### src/rtl/vga_timing_module_if.sv
// vga_timing_module_if -- video timing bundle from the timing generator to
// the pixel pipeline.
//
// There is no handshake on this bundle: the generator is free-running and the
// consumer cannot stall it. Every signal is valid on every clock after reset,
// and the consumer simply samples it on the rising edge of the pixel clock.
interface vga_timing_module_if;
  logic        HSYNC_Sig;        // active-low horizontal sync
  logic        VSYNC_Sig;        // active-low vertical sync
  logic        Ready_Sig;        // high inside the visible window
  logic [10:0] Column_Addr_Sig;  // visible column, 0 outside the window
  logic [10:0] Row_Addr_Sig;     // visible row, 0 outside the window
  logic        Frame_Start_Sig;  // one-clock pulse at the frame origin

  modport master (
    output HSYNC_Sig,
    output VSYNC_Sig,
    output Ready_Sig,
    output Column_Addr_Sig,
    output Row_Addr_Sig,
    output Frame_Start_Sig
  );

  modport slave (
    input HSYNC_Sig,
    input VSYNC_Sig,
    input Ready_Sig,
    input Column_Addr_Sig,
    input Row_Addr_Sig,
    input Frame_Start_Sig
  );
endinterface

### src/rtl/vga_timing_module.sv
// vga_timing_module -- VGA horizontal/vertical timing generator.
//
// A line is laid out as sync, back porch, active, front porch (same order for
// the frame in lines). hcnt/vcnt walk the raster; every output is registered
// from the current (hcnt, vcnt), so outputs lag the counters by one clock.
//
// Build option: define VGA_SYNC_ALIGN_EN to add one extra register on
// HSYNC_Sig and VSYNC_Sig (two clocks total), so sync lines up with a
// downstream pixel stage that registers the address once. Ready_Sig, the
// addresses and Frame_Start_Sig are not affected by the option.
module vga_timing_module #(
  parameter logic [10:0] H_SYNC   = 11'd128,
  parameter logic [10:0] H_BACK   = 11'd88,
  parameter logic [10:0] H_ACTIVE = 11'd800,
  parameter logic [10:0] H_FRONT  = 11'd40,
  parameter logic [10:0] V_SYNC   = 11'd4,
  parameter logic [10:0] V_BACK   = 11'd23,
  parameter logic [10:0] V_ACTIVE = 11'd600,
  parameter logic [10:0] V_FRONT  = 11'd1
) (
  input  logic                CLK,
  input  logic                RST,
  vga_timing_module_if.master vga
);

  // Totals are required to fit in 11 bits (at most 2047).
  localparam logic [10:0] H_TOTAL     = H_SYNC + H_BACK + H_ACTIVE + H_FRONT;
  localparam logic [10:0] H_VIS_START = H_SYNC + H_BACK;
  localparam logic [10:0] H_VIS_END   = H_VIS_START + H_ACTIVE;
  localparam logic [10:0] V_TOTAL     = V_SYNC + V_BACK + V_ACTIVE + V_FRONT;
  localparam logic [10:0] V_VIS_START = V_SYNC + V_BACK;
  localparam logic [10:0] V_VIS_END   = V_VIS_START + V_ACTIVE;

  logic [10:0] hcnt;
  logic [10:0] vcnt;
  logic        h_last;
  logic        v_last;

  // Decoded next values of the output registers.
  logic        hsync_d;
  logic        vsync_d;
  logic        ready_d;
  logic [10:0] col_d;
  logic [10:0] row_d;
  logic        frame_start_d;

  // Output registers.
  logic        hsync_q;
  logic        vsync_q;
  logic        ready_q;
  logic [10:0] col_q;
  logic [10:0] row_q;
  logic        frame_start_q;

  assign h_last = (hcnt == (H_TOTAL - 11'd1));
  assign v_last = (vcnt == (V_TOTAL - 11'd1));

  // Raster counters: hcnt every clock, vcnt only when the line wraps.
  always_ff @(posedge CLK or posedge RST) begin
    if (RST) begin
      hcnt <= 11'd0;
      vcnt <= 11'd0;
    end else begin
      if (h_last) begin
        hcnt <= 11'd0;
        if (v_last) begin
          vcnt <= 11'd0;
        end else begin
          vcnt <= vcnt + 11'd1;
        end
      end else begin
        hcnt <= hcnt + 11'd1;
      end
    end
  end

  // Decode sync, visible window and addresses from the current counters.
  always_comb begin
    hsync_d       = 1'b1;
    vsync_d       = 1'b1;
    ready_d       = 1'b0;
    col_d         = 11'd0;
    row_d         = 11'd0;
    frame_start_d = 1'b0;

    if (hcnt < H_SYNC) begin
      hsync_d = 1'b0;
    end
    if (vcnt < V_SYNC) begin
      vsync_d = 1'b0;
    end

    if ((hcnt >= H_VIS_START) && (hcnt < H_VIS_END) &&
        (vcnt >= V_VIS_START) && (vcnt < V_VIS_END)) begin
      ready_d = 1'b1;
      col_d   = hcnt - H_VIS_START;
      row_d   = vcnt - V_VIS_START;
    end

    if ((hcnt == 11'd0) && (vcnt == 11'd0)) begin
      frame_start_d = 1'b1;
    end
  end

  // Register every output; reset drives all of them to 0, including sync.
  always_ff @(posedge CLK or posedge RST) begin
    if (RST) begin
      hsync_q       <= 1'b0;
      vsync_q       <= 1'b0;
      ready_q       <= 1'b0;
      col_q         <= 11'd0;
      row_q         <= 11'd0;
      frame_start_q <= 1'b0;
    end else begin
      hsync_q       <= hsync_d;
      vsync_q       <= vsync_d;
      ready_q       <= ready_d;
      col_q         <= col_d;
      row_q         <= row_d;
      frame_start_q <= frame_start_d;
    end
  end

`ifdef VGA_SYNC_ALIGN_EN
  logic hsync_q2;
  logic vsync_q2;

  // Extra sync stage so sync matches a pixel pipeline one register deep.
  always_ff @(posedge CLK or posedge RST) begin
    if (RST) begin
      hsync_q2 <= 1'b0;
      vsync_q2 <= 1'b0;
    end else begin
      hsync_q2 <= hsync_q;
      vsync_q2 <= vsync_q;
    end
  end

  assign vga.HSYNC_Sig = hsync_q2;
  assign vga.VSYNC_Sig = vsync_q2;
`else
  assign vga.HSYNC_Sig = hsync_q;
  assign vga.VSYNC_Sig = vsync_q;
`endif

  assign vga.Ready_Sig       = ready_q;
  assign vga.Column_Addr_Sig = col_q;
  assign vga.Row_Addr_Sig    = row_q;
  assign vga.Frame_Start_Sig = frame_start_q;

endmodule

### src/flat_wrapper.sv
// flat-port wrapper written by rule: the top's interface ports become plain ports
module vga_timing_module_flat 
#(
  parameter logic [10:0] H_SYNC   = 11'd128,
  parameter logic [10:0] H_BACK   = 11'd88,
  parameter logic [10:0] H_ACTIVE = 11'd800,
  parameter logic [10:0] H_FRONT  = 11'd40,
  parameter logic [10:0] V_SYNC   = 11'd4,
  parameter logic [10:0] V_BACK   = 11'd23,
  parameter logic [10:0] V_ACTIVE = 11'd600,
  parameter logic [10:0] V_FRONT  = 11'd1
)
  (CLK, RST, vga_HSYNC_Sig, vga_VSYNC_Sig, vga_Ready_Sig, vga_Column_Addr_Sig, vga_Row_Addr_Sig, vga_Frame_Start_Sig);
  vga_timing_module_if vga_i ();
  input  logic CLK;
  input  logic RST;
  output wire logic [$bits(vga_i.HSYNC_Sig)-1:0] vga_HSYNC_Sig;
  output wire logic [$bits(vga_i.VSYNC_Sig)-1:0] vga_VSYNC_Sig;
  output wire logic [$bits(vga_i.Ready_Sig)-1:0] vga_Ready_Sig;
  output wire logic [$bits(vga_i.Column_Addr_Sig)-1:0] vga_Column_Addr_Sig;
  output wire logic [$bits(vga_i.Row_Addr_Sig)-1:0] vga_Row_Addr_Sig;
  output wire logic [$bits(vga_i.Frame_Start_Sig)-1:0] vga_Frame_Start_Sig;
  assign vga_HSYNC_Sig = vga_i.HSYNC_Sig;
  assign vga_VSYNC_Sig = vga_i.VSYNC_Sig;
  assign vga_Ready_Sig = vga_i.Ready_Sig;
  assign vga_Column_Addr_Sig = vga_i.Column_Addr_Sig;
  assign vga_Row_Addr_Sig = vga_i.Row_Addr_Sig;
  assign vga_Frame_Start_Sig = vga_i.Frame_Start_Sig;
  vga_timing_module #(.H_SYNC(H_SYNC), .H_BACK(H_BACK), .H_ACTIVE(H_ACTIVE), .H_FRONT(H_FRONT), .V_SYNC(V_SYNC), .V_BACK(V_BACK), .V_ACTIVE(V_ACTIVE), .V_FRONT(V_FRONT)) u_core (.CLK(CLK), .RST(RST), .vga(vga_i));
endmodule
### config.mk
export PLATFORM = sky130hd
export DESIGN_NAME = vga_timing_module_flat
export DESIGN_NICKNAME = d
export VERILOG_FILES = /design/src/rtl/vga_timing_module_if.sv /design/src/rtl/vga_timing_module.sv /design/src/flat_wrapper.sv
export SDC_FILE = /design/constraint.sdc
export NUM_CORES = 1
export LEC_CHECK = 0
export BUFFER_PORTS_ARGS = -buffer_cell sky130_fd_sc_hd__buf_4
export CAP_MARGIN = 0
export CORE_MARGIN = 5
export CORE_UTILIZATION = 50
export CTS_CLUSTER_SIZE = 20
export DETAILED_ROUTE_END_ITERATION = 8
export GPL_TIMING_DRIVEN = 0
export PLACE_DENSITY = 0.73
export SLEW_MARGIN = 5
export SYNTH_ARGS = -nofsm -noshare
export SYNTH_HDL_FRONTEND = slang
export SYNTH_SLANG_ARGS = --single-unit
### constraint.sdc
create_clock -name CLK -period 1.9 [get_ports CLK]
set_input_delay 0.285 -clock CLK [delete_from_list [all_inputs] [get_ports CLK]]
set_output_delay 0.285 -clock CLK [all_outputs]
set_load 0.02 [all_outputs]
### Word-level counts from Yosys, hierarchy flattened

Index checks and enable logic that the tools add are counted.

| cells by class | value |
|---|---|
| add/sub/neg operators | 4 |
| magnitude comparators | 6 |
| equality and inequality tests | 2 |
| muxes and demuxes | 8 |
| reduce and logical (&&, ||, !) cells | 6 |

Operator list:

| operator | number |
|---|---|
| 2-to-1 mux 11 bit | 4 |
| adder 11 x 1 -> 11 bit, second input constant | 2 |
| zero test 11 bit | 2 |
| < comparator 11 x 10 -> 1 bit, second input constant | 2 |
| equality test 11 x 10 -> 1 bit, second input constant | 1 |
| equality test 11 bit, second input constant | 1 |
| greater-or-equal comparator 11 x 5 -> 1 bit, second input constant | 1 |
| greater-or-equal comparator 11 x 8 -> 1 bit, second input constant | 1 |
| < comparator 11 x 3 -> 1 bit, second input constant | 1 |
| < comparator 11 x 8 -> 1 bit, second input constant | 1 |
| subtractor 11 x 5 -> 11 bit, second input constant | 1 |
| subtractor 11 x 8 -> 11 bit, second input constant | 1 |
| logical AND 1 bit | 4 |
| 2-to-1 mux 1 bit | 4 |

| word-level totals | value |
|---|---|
| bits in registers | 48 |
| output and inout bits | 26 |
| logic and storage cells | 34 |

### Depth between registers and ports, before layout

| depth | value |
|---|---|
| depth after elaboration | 5 |
| depth in mapped cells | 6 |
| depth with buffers taken out | 5 |

### Worst setup path before layout

No wires, ideal clock.

| path | value |
|---|---|
| kind | register to register |
| from | reg u_core.vcnt[6] |
| to | reg u_core.col_q[8] (netlist: u_core.vga.Column_Addr_Sig[8]) |
| setup time | 0.134 ns |
| arrival time | 1.735 ns |
| data required time | 1.766 ns |
| path slack | 0.031 ns |
| cell stages (with the launch flop) | 7 |
| buffers on the path | 2 |
| clock period less this slack | 1.869 ns |
| cell sequence | dfrtp_1 > buf_6 > or4_4 > or3_1 > o22ai_2 > buf_6 > nor3_1 |

| on the way | value |
|---|---|
| word-level cells in the longest chain between the ends | 4 |

RTL lines:

| element | RTL line | source |
|---|---|---|
| start, declared | vga_timing_module.sv:35 | `logic [10:0] vcnt;` |
| start signal, assigned | vga_timing_module.sv:69 | `vcnt <= vcnt + 11'd1;` |
| greater-or-equal comparator 11 x 5 -> 1 bit | vga_timing_module.sv:94 | `(vcnt >= V_VIS_START) && (vcnt < V_VIS_END)) begin` |
| logical AND 1 bit | vga_timing_module.sv:93 | `if ((hcnt >= H_VIS_START) && (hcnt < H_VIS_END) &&` |
| logical AND 1 bit * | vga_timing_module.sv:94 |  |
| 2-to-1 mux 11 bit * | vga_timing_module.sv:93 |  |
| net u_core.col_d[8] | vga_timing_module.sv:43 | `logic [10:0] col_d;` |
| end signal, assigned | vga_timing_module.sv:118 | `col_q <= col_d;` |
| end, declared | vga_timing_module.sv:51 | `logic [10:0] col_q;` |

The timed path passes the listed nets; every way through them passes the cells marked *.
A chain may end at the register's enable or synchronous reset.

### Final worst setup path

| path | value |
|---|---|
| from | reg u_core.vcnt[5] |
| to | reg u_core.col_q[2] (netlist: u_core.vga.Column_Addr_Sig[2]) |

Same word-level chain as after synthesis.

==> metrics.md <==
| Metric | Value |
|---|---|
| CTS root buffer | `clkbuf_8` |
| Detailed Place HPWL | `around 3.1 mm` |
| Synth area leaders | `dfrtp_1, xor2_1, nor3_1` |
| Layout cells sized above 1 | `a little over a third` |
| Async S/R FF share, synth | `100.0%` |
| GR Util All Layers | `between 15 and 20%` |
| Reg clk slew, reported paths | `0.09 ns` |
| Capturing element type of the critical path | `flop` |
| Reg area | `roughly 1200 um2` |
| Residual DRC | `0` |
| Fin. Hold Viols | `0` |
| Latest clock arrival within the worst-skew pair | `just over 0.3 ns` |
| Post-Route WL | `between 5 and 6 mm` |
| Max Slew Vio Count | `0` |
| Largest net degree at the start of global routing | `27` |
| Yosys warns | `0` |
| Post-synth EDFFs | `0` |
| Outcome | `finished, violations left` |
| M3 GR Usage | `around 4%` |
| WP data arrival | `2.12 ns` |
| Pwr Density | `a little over 600 nW/um2` |
| Syn Nets | `about 240` |
| Post-Place Worst Slack | `-0.1835 ns` |
| Busiest grt layer | `met2` |
| CTS tree | `yes` |
| Vias in the first global route | `approximately 1700` |
| Worst path required time | `2.08 ns` |
| First-pass GRT wire length | `8.452 mm` |
| Worst path buffer plus inverter count | `1` |
| Worst Setup Start Kind | `flop` |
| Worst-Margin Slew | `around 0.55 ns` |
| Highest clock rate | `515.5 MHz` |
| Area of the multi-input gates | `between 1000 and 1500 um2` |
| Port buffer count | `27` |
| Cts hold-fix bufs | `0` |
| # placed instances | `between 300 and 400` |
| Area growth, synth to finish | `32.28%` |
| Worst hold-check path type | `input port to async pin` |
| Crit Path Class | `flop to flop` |
| Avg Inst Size Synth | `between 10 and 15 um2` |
| Initial core utilization | `about 52%` |
| CP top delay family | `simple AND/OR/NAND/NOR gates` |
| Cells on worst reg2reg path | `5` |
| Clock H-tree levels | `2` |
| Slew margin rel. | `between 60% and 70%` |
| # setup viols final | `8` |
| Final WS setup | `-0.03979 ns` |
| ANT nets after route | `0` |
| Worst path depth | `5` |
| Maxcap violations | `0` |
| CP Cell Sequence | `or4_4 -> or3_4 -> o22ai_4 -> buf_6 -> nor3_1` |
| P_leak | `approximately 1.4 nW` |
| Die Y | `just under 80 um` |
| Number of synthesized register bits | `48` |
| Layout Nets | `~290` |
| Distinct cells, synth | `37` |
| Min Tclk post-route | `just under 2 ns` |
| Slowest stage delay, CP | `roughly 0.54 ns` |
| Initial DRT Pass Iterations | `5` |
| Sequential-to-total area share from yosys stat | `a little over half` |
| Cell accounting for the most synthesized area | `dfrtp_1` |
| RePlAce Congestion | `around 0.86` |
| Most used DFF post-synth | `dfrtp_1` |
| Vias per inst | `between 5 and 6` |
| Die Area | `6036 um2` |
| Number of I/O pins | `28` |
| Row count | `24` |
| Sink Count | `48` |
| Initial antenna violation count | `0` |
| Synthesized area | `between 2000 and 2500 um2` |
| Post-Syn Instances | `between 200 and 250` |
| Share of the synthesized area in the top cell type | `between 50 and 60%` |
| DR vias | `about 1900` |
| Synth cell count leaders | `dfrtp_1, nor3_1, nor2_1` |
| Antenna Cells | `0` |
| CP max FO | `6` |
| Count leader, synth | `dfrtp_1` |
| Post-route setup TNS | `-0.1222 ns` |
| Peak supply drop | `roughly 0.36 mV` |
| Drt first-iter violations | `around 120` |
| Gr ovfl total | `0` |
| Crit-path slowest cell | `or4_4` |
| Period utilization | `102.1%` |
| Num CTS Buffers | `5` |
| Core ar. | `roughly 4400 um2` |
| GR Util met2 | `26.96%` |
| Clock Skew | `roughly 0.010 ns` |
| Final cell count without fillers | `roughly 330` |
| GRT met1 Usage | `between 20% and 30%` |
| Tot Pwr | `between 1.5 and 2 mW` |
| Failing checks | `setup timing` |
| Fillers | `between 300 and 400` |
| Max Buffers Root-to-Sink | `2` |
| DIE WIDTH | `just under 80 um` |
| Drt wl/cell | `roughly 15 um` |
| RSZ-0062 raised after global routing | `yes` |
## cell usage in the layout (no fill, tap or decap), types with 2 or more instances in the layout
cell / count
a211oi_2: 2
a21oi_1: 7
a21oi_4: 2
and2_1: 2
buf_2: 2
buf_4: 44
buf_6: 4
clkbuf_2: 2
clkbuf_8: 6
dfrtp_1: 43
dfrtp_2: 5
ha_1: 2
ha_2: 2
inv_1: 12
nand2_1: 13
nand2b_1: 2
nand3_1: 8
nand4_1: 8
nand4b_1: 2
nor2_1: 17
nor3_1: 9
nor3_2: 14
nor3_4: 3
nor4_1: 3
o21ai_0: 10
o22ai_1: 3
or3_1: 2
xnor2_1: 9
xor2_1: 15
## cells by family (layout without fill, tap and decap cells)
| group | Yosys count | in the layout | share of synthesized area [%] |
|---|---|---|---|
| buffers and inverters | 25 | 76 | 5.516 |
| AO/OA/AOI/OAI | 30 | 30 | 7.810 |
| flip-flops | 48 | 48 | 52.43 |
| AND/OR/NAND/NOR | 95 | 95 | 21.85 |
| multiplexers | 1 | 1 | 0.4915 |
| XOR/XNOR | 24 | 24 | 9.176 |
| adder cells (fa/ha/maj) | 5 | 5 | 2.731 |
## final timing paths
path,to,start,slack [ns]
hold reg to reg,u_core.hcnt[0]$_DFF_PP0_,u_core.hcnt[0]$_DFF_PP0_,0.47
setup reg to reg,u_core.vga.Column_Addr_Sig[2]$_DFF_PP0_,u_core.vcnt[5]$_DFFE_PP0N_,-0.04
max in group asynchronous,u_core.vcnt[0]$_DFFE_PP0N_,RST,1.36
setup / recovery,u_core.vga.Column_Addr_Sig[2]$_DFF_PP0_,u_core.vcnt[5]$_DFFE_PP0N_,-0.04
hold / removal,u_core.vga.Row_Addr_Sig[6]$_DFF_PP0_,RST,0.02
min in group CLK,u_core.hcnt[0]$_DFF_PP0_,u_core.hcnt[0]$_DFF_PP0_,0.47
## routing by layer
layer / part of all wire [%] / wire length, um / up-vias
met2: 48 / 2412 / 66
li1: - / - / 889
met3: 5.3 / 270 / 14
met5: 0 / 0 / -
met4: 1.8 / 93 / 0
met1: 45 / 2282 / 882
## repair_timing
item,4_1_cts,5_1_grt
pin swaps,10,7
resized for setup,30,22
buffers inserted,9,8
setup endpoints to repair,25,33
cloned,2,0
## stage by stage
stage	utilization, %	cell area [um2]	hold slack (ns)
after detailed placement	58.59	2586	0.3684
after global placement	57.96	2559	0.5181
after floorplan	-	2291	0.4742
after global routing	68.65	3030	0.05580
final	68.65	3030	0.01831
after CTS	65.82	2905	0.03299
## cell type report
| class | count | share of cell area, % |
|---|---|---|
| multi-input cells | 155 | 38.07 |
| flip-flops and latches | 48 | 39.84 |
| well taps | 52 | 2.147 |
| plain buffers | 8 | 1.775 |
| inverters | 13 | 1.610 |
| clock buffers | 6 | 2.725 |
| clock inverters | 2 | 1.280 |
| repair buffers | 47 | 12.55 |
## report_power, final
group | switching (mW) | internal [mW]
clock network | 0.352 | 0.430
registers | 0 | 1.02
logic | 0.0202 | 0.00725
## state kept, by name, indices dropped and copies added (netlist names)
register and count:
u_core.hcnt 11, u_core.vcnt 11, u_core.vga.Frame_Start_Sig 1, u_core.vga.VSYNC_Sig 1, u_core.vga.Row_Addr_Sig 11, u_core.vga.Column_Addr_Sig 11, u_core.vga.Ready_Sig 1, u_core.vga.HSYNC_Sig 1
Note: power is estimated with default switching activity, not from simulation.
